## src/rtl/usb_pkt_pkg.sv

```systemverilog
// Shared USB packet definitions for the peripheral receive path.
// Widths mirror the lycan_globals values: a 32-bit USB packet made of a
// 3-bit peripheral address followed by a 29-bit peripheral body.
package usb_pkt_pkg;

  localparam int usb_packet_width     = 32;
  localparam int periph_address_width = 3;
  localparam int periph_body_width    = usb_packet_width - periph_address_width;

  typedef logic [periph_body_width-1:0]    periph_body_t;
  typedef logic [periph_address_width-1:0] periph_addr_t;

  typedef struct packed {
    periph_addr_t addr;
    periph_body_t body;
  } usb_pkt_t;

endpackage

```

## src/rtl/periph_rx_slot_fifo.sv

```systemverilog
// Per-peripheral receive FIFO.
// Ports:
//   clk, rst_n : system clock, asynchronous active-low reset
//   wren, din  : write strobe and packet body from the peripheral
//   rden       : pop the head entry (ignored while empty)
//   dout       : head entry (valid while !empty)
//   count      : number of stored entries, 0..FIFO_DEPTH
//   full/empty : count == FIFO_DEPTH / count == 0
// A write while full is still accepted when the same cycle pops, so a slot
// drained at full rate never loses data.
module periph_rx_slot_fifo
  import usb_pkt_pkg::*;
#(
  parameter int FIFO_DEPTH = 4,
  localparam int PTR_W = $clog2(FIFO_DEPTH),
  localparam int CNT_W = PTR_W + 1
) (
  input  logic                         clk,
  input  logic                         rst_n,
  input  logic                         wren,
  input  logic [periph_body_width-1:0] din,
  input  logic                         rden,
  output logic [periph_body_width-1:0] dout,
  output logic [CNT_W-1:0]             count,
  output logic                         full,
  output logic                         empty
);

  localparam logic [CNT_W-1:0] depth_c = CNT_W'(FIFO_DEPTH);

  periph_body_t     mem_r [FIFO_DEPTH];
  logic [PTR_W-1:0] wr_ptr_r;
  logic [PTR_W-1:0] rd_ptr_r;
  logic [CNT_W-1:0] count_r;
  logic             full_s;
  logic             empty_s;
  logic             rd_s;
  logic             wr_s;

  // Status flags and accepted write/pop qualification.
  always_comb begin
    full_s  = (count_r == depth_c);
    empty_s = (count_r == {CNT_W{1'b0}});
    rd_s    = rden && !empty_s;
    wr_s    = wren && (!full_s || rd_s);
  end

  // Entry storage; contents are only meaningful below count, so no reset.
  always_ff @(posedge clk) begin
    if (wr_s) begin
      mem_r[wr_ptr_r] <= din;
    end
  end

  // Pointers and occupancy; pointers wrap naturally at FIFO_DEPTH.
  always_ff @(posedge clk or negedge rst_n) begin
    if (!rst_n) begin
      wr_ptr_r <= {PTR_W{1'b0}};
      rd_ptr_r <= {PTR_W{1'b0}};
      count_r  <= {CNT_W{1'b0}};
    end else begin
      if (wr_s) begin
        wr_ptr_r <= wr_ptr_r + PTR_W'(1'b1);
      end
      if (rd_s) begin
        rd_ptr_r <= rd_ptr_r + PTR_W'(1'b1);
      end
      case ({wr_s, rd_s})
        2'b10:   count_r <= count_r + CNT_W'(1'b1);
        2'b01:   count_r <= count_r - CNT_W'(1'b1);
        default: count_r <= count_r;
      endcase
    end
  end

  assign dout  = mem_r[rd_ptr_r];
  assign count = count_r;
  assign full  = full_s;
  assign empty = empty_s;

endmodule

```

## src/rtl/periph_rx_arbiter.sv

```systemverilog
// Merges per-peripheral 29-bit receive packets into one 32-bit USB stream.
// Ports:
//   clk, rst_n   : system clock, asynchronous active-low reset
//   rx_data      : per-slot packet body
//   rx_wren      : per-slot single-cycle write strobe
//   rx_full      : per-slot FIFO full (combinational from registered count)
//   pkt_data     : registered {slot, body}
//   pkt_valid    : pkt_data holds a packet
//   pkt_ready    : consumer accepts pkt_data on this edge when pkt_valid
//   overflow     : sticky per-slot drop flag
//   overflow_clr : per-slot clear for overflow (a same-cycle set wins)
// Slot index doubles as the peripheral address, so NUM_PERIPHS must not
// exceed 2**periph_address_width.
module periph_rx_arbiter
  import usb_pkt_pkg::*;
#(
  parameter int NUM_PERIPHS = 8,
  parameter int FIFO_DEPTH  = 4
) (
  input  logic                                          clk,
  input  logic                                          rst_n,
  input  logic [NUM_PERIPHS-1:0][periph_body_width-1:0] rx_data,
  input  logic [NUM_PERIPHS-1:0]                        rx_wren,
  output logic [NUM_PERIPHS-1:0]                        rx_full,
  output logic [usb_packet_width-1:0]                   pkt_data,
  output logic                                          pkt_valid,
  input  logic                                          pkt_ready,
  output logic [NUM_PERIPHS-1:0]                        overflow,
  input  logic [NUM_PERIPHS-1:0]                        overflow_clr
);

  localparam int               CNT_W   = $clog2(FIFO_DEPTH) + 1;
  localparam logic [CNT_W-1:0] depth_c = CNT_W'(FIFO_DEPTH);

  logic [CNT_W-1:0]       count_s [NUM_PERIPHS];
  periph_body_t           head_s  [NUM_PERIPHS];
  logic [NUM_PERIPHS-1:0] full_s;
  logic [NUM_PERIPHS-1:0] empty_s;
  logic [NUM_PERIPHS-1:0] rden_s;
  logic [NUM_PERIPHS-1:0] drop_s;
  periph_addr_t           last_grant_r;
  periph_addr_t           winner_s;
  periph_addr_t           scan_addr_s;
  int                     scan_idx_s;
  logic                   found_s;
  logic                   load_s;
  usb_pkt_t               pkt_r;
  logic                   pkt_valid_r;
  logic [NUM_PERIPHS-1:0] overflow_r;

  for (genvar i = 0; i < NUM_PERIPHS; i++) begin : g_slot
    periph_rx_slot_fifo #(
      .FIFO_DEPTH(FIFO_DEPTH)
    ) u_fifo (
      .clk   (clk),
      .rst_n (rst_n),
      .wren  (rx_wren[i]),
      .din   (rx_data[i]),
      .rden  (rden_s[i]),
      .dout  (head_s[i]),
      .count (count_s[i]),
      .full  (full_s[i]),
      .empty (empty_s[i])
    );

    assign rden_s[i] = load_s && (winner_s == periph_addr_t'(i));
    // The FIFO accepts a write-when-full only alongside a pop, so a drop is
    // exactly the complementary case.
    assign drop_s[i] = rx_wren[i] && (count_s[i] == depth_c) && !rden_s[i];
  end

  // Round-robin scan: first non-empty slot after last_grant, wrapping.
  always_comb begin
    winner_s    = last_grant_r;
    found_s     = 1'b0;
    scan_idx_s  = 0;
    scan_addr_s = last_grant_r;
    for (int k = 1; k <= NUM_PERIPHS; k++) begin
      scan_idx_s  = (int'(last_grant_r) + k) % NUM_PERIPHS;
      scan_addr_s = periph_addr_t'(scan_idx_s);
      if (!found_s && !empty_s[scan_addr_s]) begin
        found_s  = 1'b1;
        winner_s = scan_addr_s;
      end else begin
        found_s  = found_s;
      end
    end
    load_s = (!pkt_valid_r || pkt_ready) && found_s;
  end

  // Output register and grant pointer; slot 0 wins first after reset.
  always_ff @(posedge clk or negedge rst_n) begin
    if (!rst_n) begin
      pkt_r        <= usb_pkt_t'({usb_packet_width{1'b0}});
      pkt_valid_r  <= 1'b0;
      last_grant_r <= periph_addr_t'(NUM_PERIPHS - 1);
    end else if (load_s) begin
      pkt_r.addr   <= winner_s;
      pkt_r.body   <= head_s[winner_s];
      pkt_valid_r  <= 1'b1;
      last_grant_r <= winner_s;
    end else if (pkt_ready && pkt_valid_r) begin
      pkt_valid_r  <= 1'b0;
    end
  end

  // Sticky drop flags; a new drop outranks a same-cycle clear.
  always_ff @(posedge clk or negedge rst_n) begin
    if (!rst_n) begin
      overflow_r <= {NUM_PERIPHS{1'b0}};
    end else begin
      overflow_r <= drop_s | (overflow_r & ~overflow_clr);
    end
  end

  assign rx_full   = full_s;
  assign pkt_data  = pkt_r;
  assign pkt_valid = pkt_valid_r;
  assign overflow  = overflow_r;

endmodule

```

## config.mk

```make
export PLATFORM = sky130hd
export DESIGN_NAME = periph_rx_arbiter
export DESIGN_NICKNAME = d
export VERILOG_FILES = /design/src/rtl/usb_pkt_pkg.sv /design/src/rtl/periph_rx_slot_fifo.sv /design/src/rtl/periph_rx_arbiter.sv
export SDC_FILE = /design/constraint.sdc
export NUM_CORES = 1
export LEC_CHECK = 0
export CAP_MARGIN = 20
export CELL_PAD_IN_SITES_DETAIL_PLACEMENT = 0
export CELL_PAD_IN_SITES_GLOBAL_PLACEMENT = 1
export CORE_ASPECT_RATIO = 0.6
export CORE_MARGIN = 3
export CORE_UTILIZATION = 55
export DETAILED_ROUTE_END_ITERATION = 7
export DONT_BUFFER_PORTS = 1
export PLACE_DENSITY = 0.84
export SLEW_MARGIN = 5
export SYNTH_ARGS = -nofsm -noshare
export SYNTH_HDL_FRONTEND = slang
export SYNTH_SLANG_ARGS = --single-unit
```

## constraint.sdc

```tcl
create_clock -name clk -period 5.35 [get_ports clk]
set_input_delay 1.3375 -clock clk [delete_from_list [all_inputs] [get_ports clk]]
set_output_delay 1.3375 -clock clk [all_outputs]
set_load 0.02 [all_outputs]
```

# Word-level counts from Yosys, hierarchy flattened
# Memories as Yosys holds them, arrays and structs flattened.
# Index checks and enable logic that the tools add are counted.
# word_totals
ff_bits	100
inputBits	251
wordCells	296
ramBits	928
out_inout_bits	49
memories	8
# op_classes
bitwise	4
add_sub_neg	40
muxes	61
n_eq_ne	31
n_reduce_logical	114
order_cmp	9
# memory_table
memory	words	word_bits	read_ports	rd_ports_with_merged_regs	wr	line_no	rtl
g_slot[0].u_fifo.mem_r	4	29	1	0	1	periph_rx_slot_fifo.sv:31	periph_body_t mem_r [FIFO_DEPTH];
g_slot[1].u_fifo.mem_r	4	29	1	0	1	periph_rx_slot_fifo.sv:31	
g_slot[2].u_fifo.mem_r	4	29	1	0	1	periph_rx_slot_fifo.sv:31	
g_slot[3].u_fifo.mem_r	4	29	1	0	1	periph_rx_slot_fifo.sv:31	
g_slot[4].u_fifo.mem_r	4	29	1	0	1	periph_rx_slot_fifo.sv:31	
g_slot[5].u_fifo.mem_r	4	29	1	0	1	periph_rx_slot_fifo.sv:31	
+2 memories	-	-	-	-	-	-	
# ops
operator	count
29-bit binary-select mux with 3-bit select	1
29-bit 2-to-1 mux	2
1-bit logical AND	49
3-bit case mux with 2 select lines	8
1-bit zero test	38
3-bit == test, second input constant	12
1-bit 2-to-1 mux	34
2-bit by 1-bit adder with 2-bit output, second input constant	16
3-bit by 4-bit less-than comparator with 1-bit output, second input constant	8
3-bit by 1-bit adder with 3-bit output, second input constant	10
3-bit zero test	9
1-bit binary-select mux with 3-bit select	8
3-bit 2-to-1 mux	8
3-bit by 1-bit subtractor with 3-bit output, second input constant	8
2-bit nonzero test	9
2-bit by 1-bit == test with 1-bit output, second input constant	8
2-bit == test, second input constant	8
3-bit adder, second input constant	4
1-bit logical OR	9
8-bit AND	1
8-bit NOT	1
8-bit bitwise OR	1
3-bit by 2-bit adder with 3-bit output, second input constant	2
3-bit by 2-bit == test with 1-bit output, second input constant	2
other kinds (3)	3

# Logic depth before layout (Yosys ltp)
# logic_depth
depth_word	31
ltp_mapped	21

# By module
# From an unflattened synthesis, not the netlist that was laid out.
# hier_totals
cells_unflattened	2162
area_unflattened_um2	42401.9
# modules_own_cells
module	cells_each	instances	area_per_inst_um2
periph_rx_slot_fifo (g_slot[2].u_fifo ...)	205	6	4690.7
periph_rx_slot_fifo (g_slot[0].u_fifo ...)	189	2	4600.7
periph_rx_arbiter	554	1	5056.1

# Worst setup path after synthesis
# No wires, ideal clock.
# synth_timing
path_type	register -> register
startpoint	reg last_grant_r[0]
endpoint	mem g_slot[0].u_fifo.mem_r[0][0] (netlist name), enable pin
arrival_ns	4.498
n_path_buf	3
setup_slack_ns	0.463
path_stages_with_launch	15
setup_time_ns	0.389
path_cell_list	dfstp_2 -> buf_2 -> inv_2 -> ha_1 -> buf_2 -> clkinv_1 -> mux4_2 -> mux2i_1 -> a21boi_0 -> mux2_2 -> and2_1 -> buf_2 -> nor4_4 -> o21a_2 -> and2_1
# synth_via
elab_chain_cells	31
# synth_rtl
element	line_no	rtl
start: declaration	periph_rx_arbiter.sv:41	periph_addr_t last_grant_r;
start signal: assignment	periph_rx_arbiter.sv:96	last_grant_r <= periph_addr_t'(NUM_PERIPHS - 1);
start signal: assignment	periph_rx_arbiter.sv:101	last_grant_r <= winner_s;
3-bit by 2-bit adder with 3-bit output	periph_rx_arbiter.sv:79	scan_idx_s = (int'(last_grant_r) + k) % NUM_PERIPHS;
1-bit binary-select mux with 3-bit select	periph_rx_arbiter.sv:81	if (!found_s && !empty_s[scan_addr_s]) begin
1-bit 2-to-1 mux (not written as such)	periph_rx_arbiter.sv:81	
1-bit zero test	periph_rx_arbiter.sv:81	
1-bit logical AND	periph_rx_arbiter.sv:81	
1-bit 2-to-1 mux	periph_rx_arbiter.sv:81	
1-bit zero test	periph_rx_arbiter.sv:81	
1-bit logical AND	periph_rx_arbiter.sv:81	
[16 not listed]	-	
3-bit zero test or 1-bit logical AND (tied branches)	periph_rx_arbiter.sv:66, periph_rx_arbiter.sv:88	
1-bit logical AND *	periph_rx_arbiter.sv:66	assign rden_s[i] = load_s && (winner_s == periph_addr_t'(i));
1-bit logical AND *	periph_rx_slot_fifo.sv:44	rd_s = rden && !empty_s;
named net g_slot[0].u_fifo.rd_s	periph_rx_slot_fifo.sv:37	logic rd_s;
1-bit logical OR *	periph_rx_slot_fifo.sv:45	wr_s = wren && (!full_s || rd_s);
1-bit logical AND *	periph_rx_slot_fifo.sv:45	
1-bit 2-to-1 mux *	periph_rx_slot_fifo.sv:50	if (wr_s) begin
1-bit 2-to-1 mux (not written as such) *	periph_rx_slot_fifo.sv:51	mem_r[wr_ptr_r] <= din;
end: declaration	periph_rx_slot_fifo.sv:31	
# The timed path passes the listed nets; every way through them passes the cells marked *. The select of a mux whose other input is x is not followed.

# Worst setup path after layout
# layout_timing
startpoint	reg last_grant_r[0]
endpoint	reg g_slot[3].u_fifo.count_r[1]
# layout_via
elab_chain_cells	31
# layout_rtl
element	line_no	rtl
3-bit by 2-bit adder with 3-bit output	periph_rx_arbiter.sv:79	
1-bit binary-select mux with 3-bit select	periph_rx_arbiter.sv:81	
1-bit 2-to-1 mux (not written as such)	periph_rx_arbiter.sv:81	
1-bit zero test	periph_rx_arbiter.sv:81	
1-bit logical AND	periph_rx_arbiter.sv:81	
1-bit 2-to-1 mux	periph_rx_arbiter.sv:81	
1-bit zero test	periph_rx_arbiter.sv:81	
1-bit logical AND	periph_rx_arbiter.sv:81	
[15 not listed]	-	
3-bit 2-to-1 mux or 1-bit 2-to-1 mux (tied branches)	periph_rx_arbiter.sv:81	
3-bit by 2-bit == test with 1-bit output or 1-bit logical AND (tied branches)	periph_rx_arbiter.sv:66, periph_rx_arbiter.sv:88	
1-bit logical AND *	periph_rx_arbiter.sv:66	
1-bit logical AND *	periph_rx_slot_fifo.sv:44	
1-bit logical OR	periph_rx_slot_fifo.sv:45	
1-bit logical AND	periph_rx_slot_fifo.sv:45	
2-bit by 1-bit == test with 1-bit output or 2-bit == test (tied branches)	periph_rx_slot_fifo.sv:68	case ({wr_s, rd_s})
3-bit case mux with 2 select lines or 2-bit nonzero test (tied branches)	-	
end signal: assignment	periph_rx_slot_fifo.sv:69	2'b10: count_r <= count_r + CNT_W'(1'b1);
end signal: assignment	periph_rx_slot_fifo.sv:70	2'b01: count_r <= count_r - CNT_W'(1'b1);
end signal: assignment	periph_rx_slot_fifo.sv:71	default: count_r <= count_r;
end: declaration	periph_rx_slot_fifo.sv:34	logic [CNT_W-1:0] count_r;
# Mark *: on every way between the ends. The rest lies on a longest branch, timed or not. The select of a mux whose other input is x is not followed.
# A chain may end at the register's enable or synchronous reset.

==> impl_metrics.toml <==
[clocking]
cts_root_buf = "clkbuf_16"
postCtsHoldBufs = 0
htree_num_levels = 3
cts.path.max_buffers = 3
clk_pin_slew_worst_paths_ns = 0.07
cts_tree = "yes"
clock_latency_ns = 0.69
numCtsBuffers = 91
cts.sinks = 1028

[floorplanning]
rows = 77
start_util_pct = 56.0
core_sq_mm = 0.0743
ios = 300
dieArea_sq_mm = 0.0791
die_h_um = 219
die_w_um = 361

[place]
pre_cts_slack_ns = 0.159
postPlaceCellArea_sq_mm = 0.0431
dp_cells = 3016
hpwl_um = 72900
place.gp.congestion = 0.914
portBuffers = 0

[global_routing]
grt_pass1_vias = 20400
grt_max_degree = 101
antenna_found_initial = 3
grt_pass1_wl_um = 147000
grt.total_usage_pct = 26.4
gr-total-overflow = 0

[timing]
worstMarginPinSlew_ns = 1.01
finalCritPeriodShare_pct = 95.0
rsz0062_at_grt = "false"
period_needed_ns = 5.08
fin_setup_tns_ns = 0
finClkSkew_ns = 0.0339
setup_ws_ns = 0.266
slew_viol_final = 0
hold_ws_ns = 0.361
maxSlewHeadroom_pct = 30.5
clock.fmax_mhz = 197
hold_viol_final = 0
finalSetupViolations = 0

[worst_setup_path]
required_ns = 5.96
path_class = "flop to flop"
start_kind = "flop"
cp_max_fo = 15
critPathArrivalTime_ns = 5.69
end_kind = "flop"

[yosys]
synth.most_common_cell = "edfxtp_1"
netlist_instances = 2053
synth_top_cell_by_area = "edfxtp_1"
synth_flop_cell = "edfxtp_1"
synth_area_per_cell_sq_um = 20.3
ys_ff_latch = 1028
synthTopCellsByArea = "edfxtp_1 (67%), mux4_2 (13%), dfrtp_1 (5.8%), mux2i_1 (2.4%), ha_1 (1.2%)"
yosys_warnings = 0
synth.top_cell.area_share_pct = 67.0
synth_cell_types = 75
synth_nets = 2353
synth-edff-count = 928
async_reset_ff_share_pct = 9.73
synth_area_sq_mm = 0.0416
ys_seq_area_share_pct = 73.0
synthTopCellsByCount = "edfxtp_1 (928), mux4_2 (244), mux2i_1 (100)"

[power_and_ir_drop]
ir_drop_mv = 0.492
power.total_mw = 32.3
power.switching_mw = 12.4
p_leak_nw = 15.8
seqPwrFrac_pct = 37.5
swShare_pct = 38.5
power.density_mw_per_mm2 = 698
power.internal_mw = 19.9
p_clk_share_pct = 21.0
pwr-share-comb_pct = 41.5

[drt]
vias = 20300
wl_per_cell_um = 32.4
route.detailed.drc = 0
wl_um = 103000
viasPerCell = 6.38
antenna_left = 0
drt_iter0_drc = 2609
dr.pass1.iters = 6

[finish]
multi_input_area_sq_mm = 0.0104
fin_cells = 3188
diodes = 0
syn2layout_area_growth_pct = 11.2
final_nets = 2426
final_util_pct = 62.3
fillers = 4919
drive_gt1_share_pct = 24.4
finalInstanceArea_sq_mm = 0.0463
regArea_sq_mm = 0.0304

[job]
maxCapViolCount = 0

[min_path]
hp-class = "primary input to asynchronous set/reset pin"

[run_status]
status = "complete, no violations"
final timing paths:
check	cells after the start	from	slack, ns	endpoint
max	16	last_grant_r[0]$_DFFE_PN1N_	0.27	g_slot[3].u_fifo.count[1]$_DFFE_PN0P_
min	0	rst_n	0.36	g_slot[4].u_fifo.wr_ptr_r[0]$_DFFE_PN0P_
max reg2reg	16	last_grant_r[0]$_DFFE_PN1N_	0.27	g_slot[3].u_fifo.count[1]$_DFFE_PN0P_
min reg2reg	1	g_slot[6].u_fifo.count[2]$_DFFE_PN0P_	0.51	g_slot[6].u_fifo.count[2]$_DFFE_PN0P_
max in group asynchronous	0	rst_n	4.68	g_slot[1].u_fifo.rd_ptr_r[0]$_DFFE_PN0P_
min in group clk	1	g_slot[6].u_fifo.count[2]$_DFFE_PN0P_	0.51	g_slot[6].u_fifo.count[2]$_DFFE_PN0P_
cells in the final DEF, fill, tap and decap left out, drive strengths merged, types with 4 or more instances in the layout:
master,count
a211oi,7
a21o,5
a21oi,23
a221o,28
a22oi,16
and2,39
buf,86
bufinv,12
clkbuf,111
clkinv,34
clkinvlp,8
dfrtp,97
edfxtp,928
fa,8
ha,41
inv,87
mux2,27
mux2i,100
mux4,244
nand2,63
nand3,14
nand4,4
nor2,18
nor3,11
nor4,13
o211a,16
o21a,8
o21ai,8
o221ai,16
o22ai,18
or3,13
xnor2,29
xor2,24
registers in the layout, indices dropped and copies added, names as in the netlist:
register and cells:
g_slot.u_fifo.mem_r 928, g_slot.u_fifo.rd_ptr_r 16, g_slot.u_fifo.wr_ptr_r 16, g_slot.u_fifo.count 24, overflow 8, pkt_valid 1, last_grant_r 3, pkt_data 32
cell families after synthesis:
logic type / count (synthesis) / synth area share (%)
xor gates and xnor gates: 53 / 1.12
buffers and inverters: 191 / 2.04
DFF: 1028 / 73.0
and+or+nand+nor: 192 / 2.57
AOI/OAI and AO/OA: 169 / 3.33
muxes: 371 / 16.4
adders and majority gates: 49 / 1.62
critical path: stages (launching register included):
cell and delay [ns]:
dfstp_2 0.55, inv_2 0.11, ha_1 0.33, buf_4 0.21, nor4_1 0.39, a21oi_1 0.12
mux4_2 0.54, and3_1 0.22, a2111oi_2 0.47, and2_4 0.41, a41oi_1 0.20, nor2b_2 0.45
inv_1 0.10, ha_1 0.25, inv_1 0.08, fa_1 0.40, o21ai_0 0.16
cell type report:
cell class	instances	share of cell area, %
timing repair buffer	86	1.79
multi-input combinational	835	22.5
clock buffer	111	5.21
clock inverter	57	1.51
sequential	1028	65.6
tap	987	2.67
inverter	84	0.687
timing repair:
item / CTS / global route
setup buffers: 0 / 0
hold endpoints to repair: 0 / 0
setup endpoints to repair: 0 / 108
resized for setup: 0 / 2
layer usage:
layer	global-route usage, %	wire length (um)	vias up
met4	5.54	1840	2
met3	12.2	13700	109
met1	36.7	41000	10700
met5	0	13	-
met2	38.9	46700	966
li1	-	-	8521
power by group through the flow:
stage               clock network [mW]  logic [mW]  registers (mW)
detailed placement                   0        13.0            12.4
global placement                     0        12.9            12.2
floorplan                            0        9.04            11.6
global route                      7.21        14.1            12.3
finish                            6.79        13.4            12.1
CTS                               6.89        13.1            12.2
(Power assumes the default switching activity.)
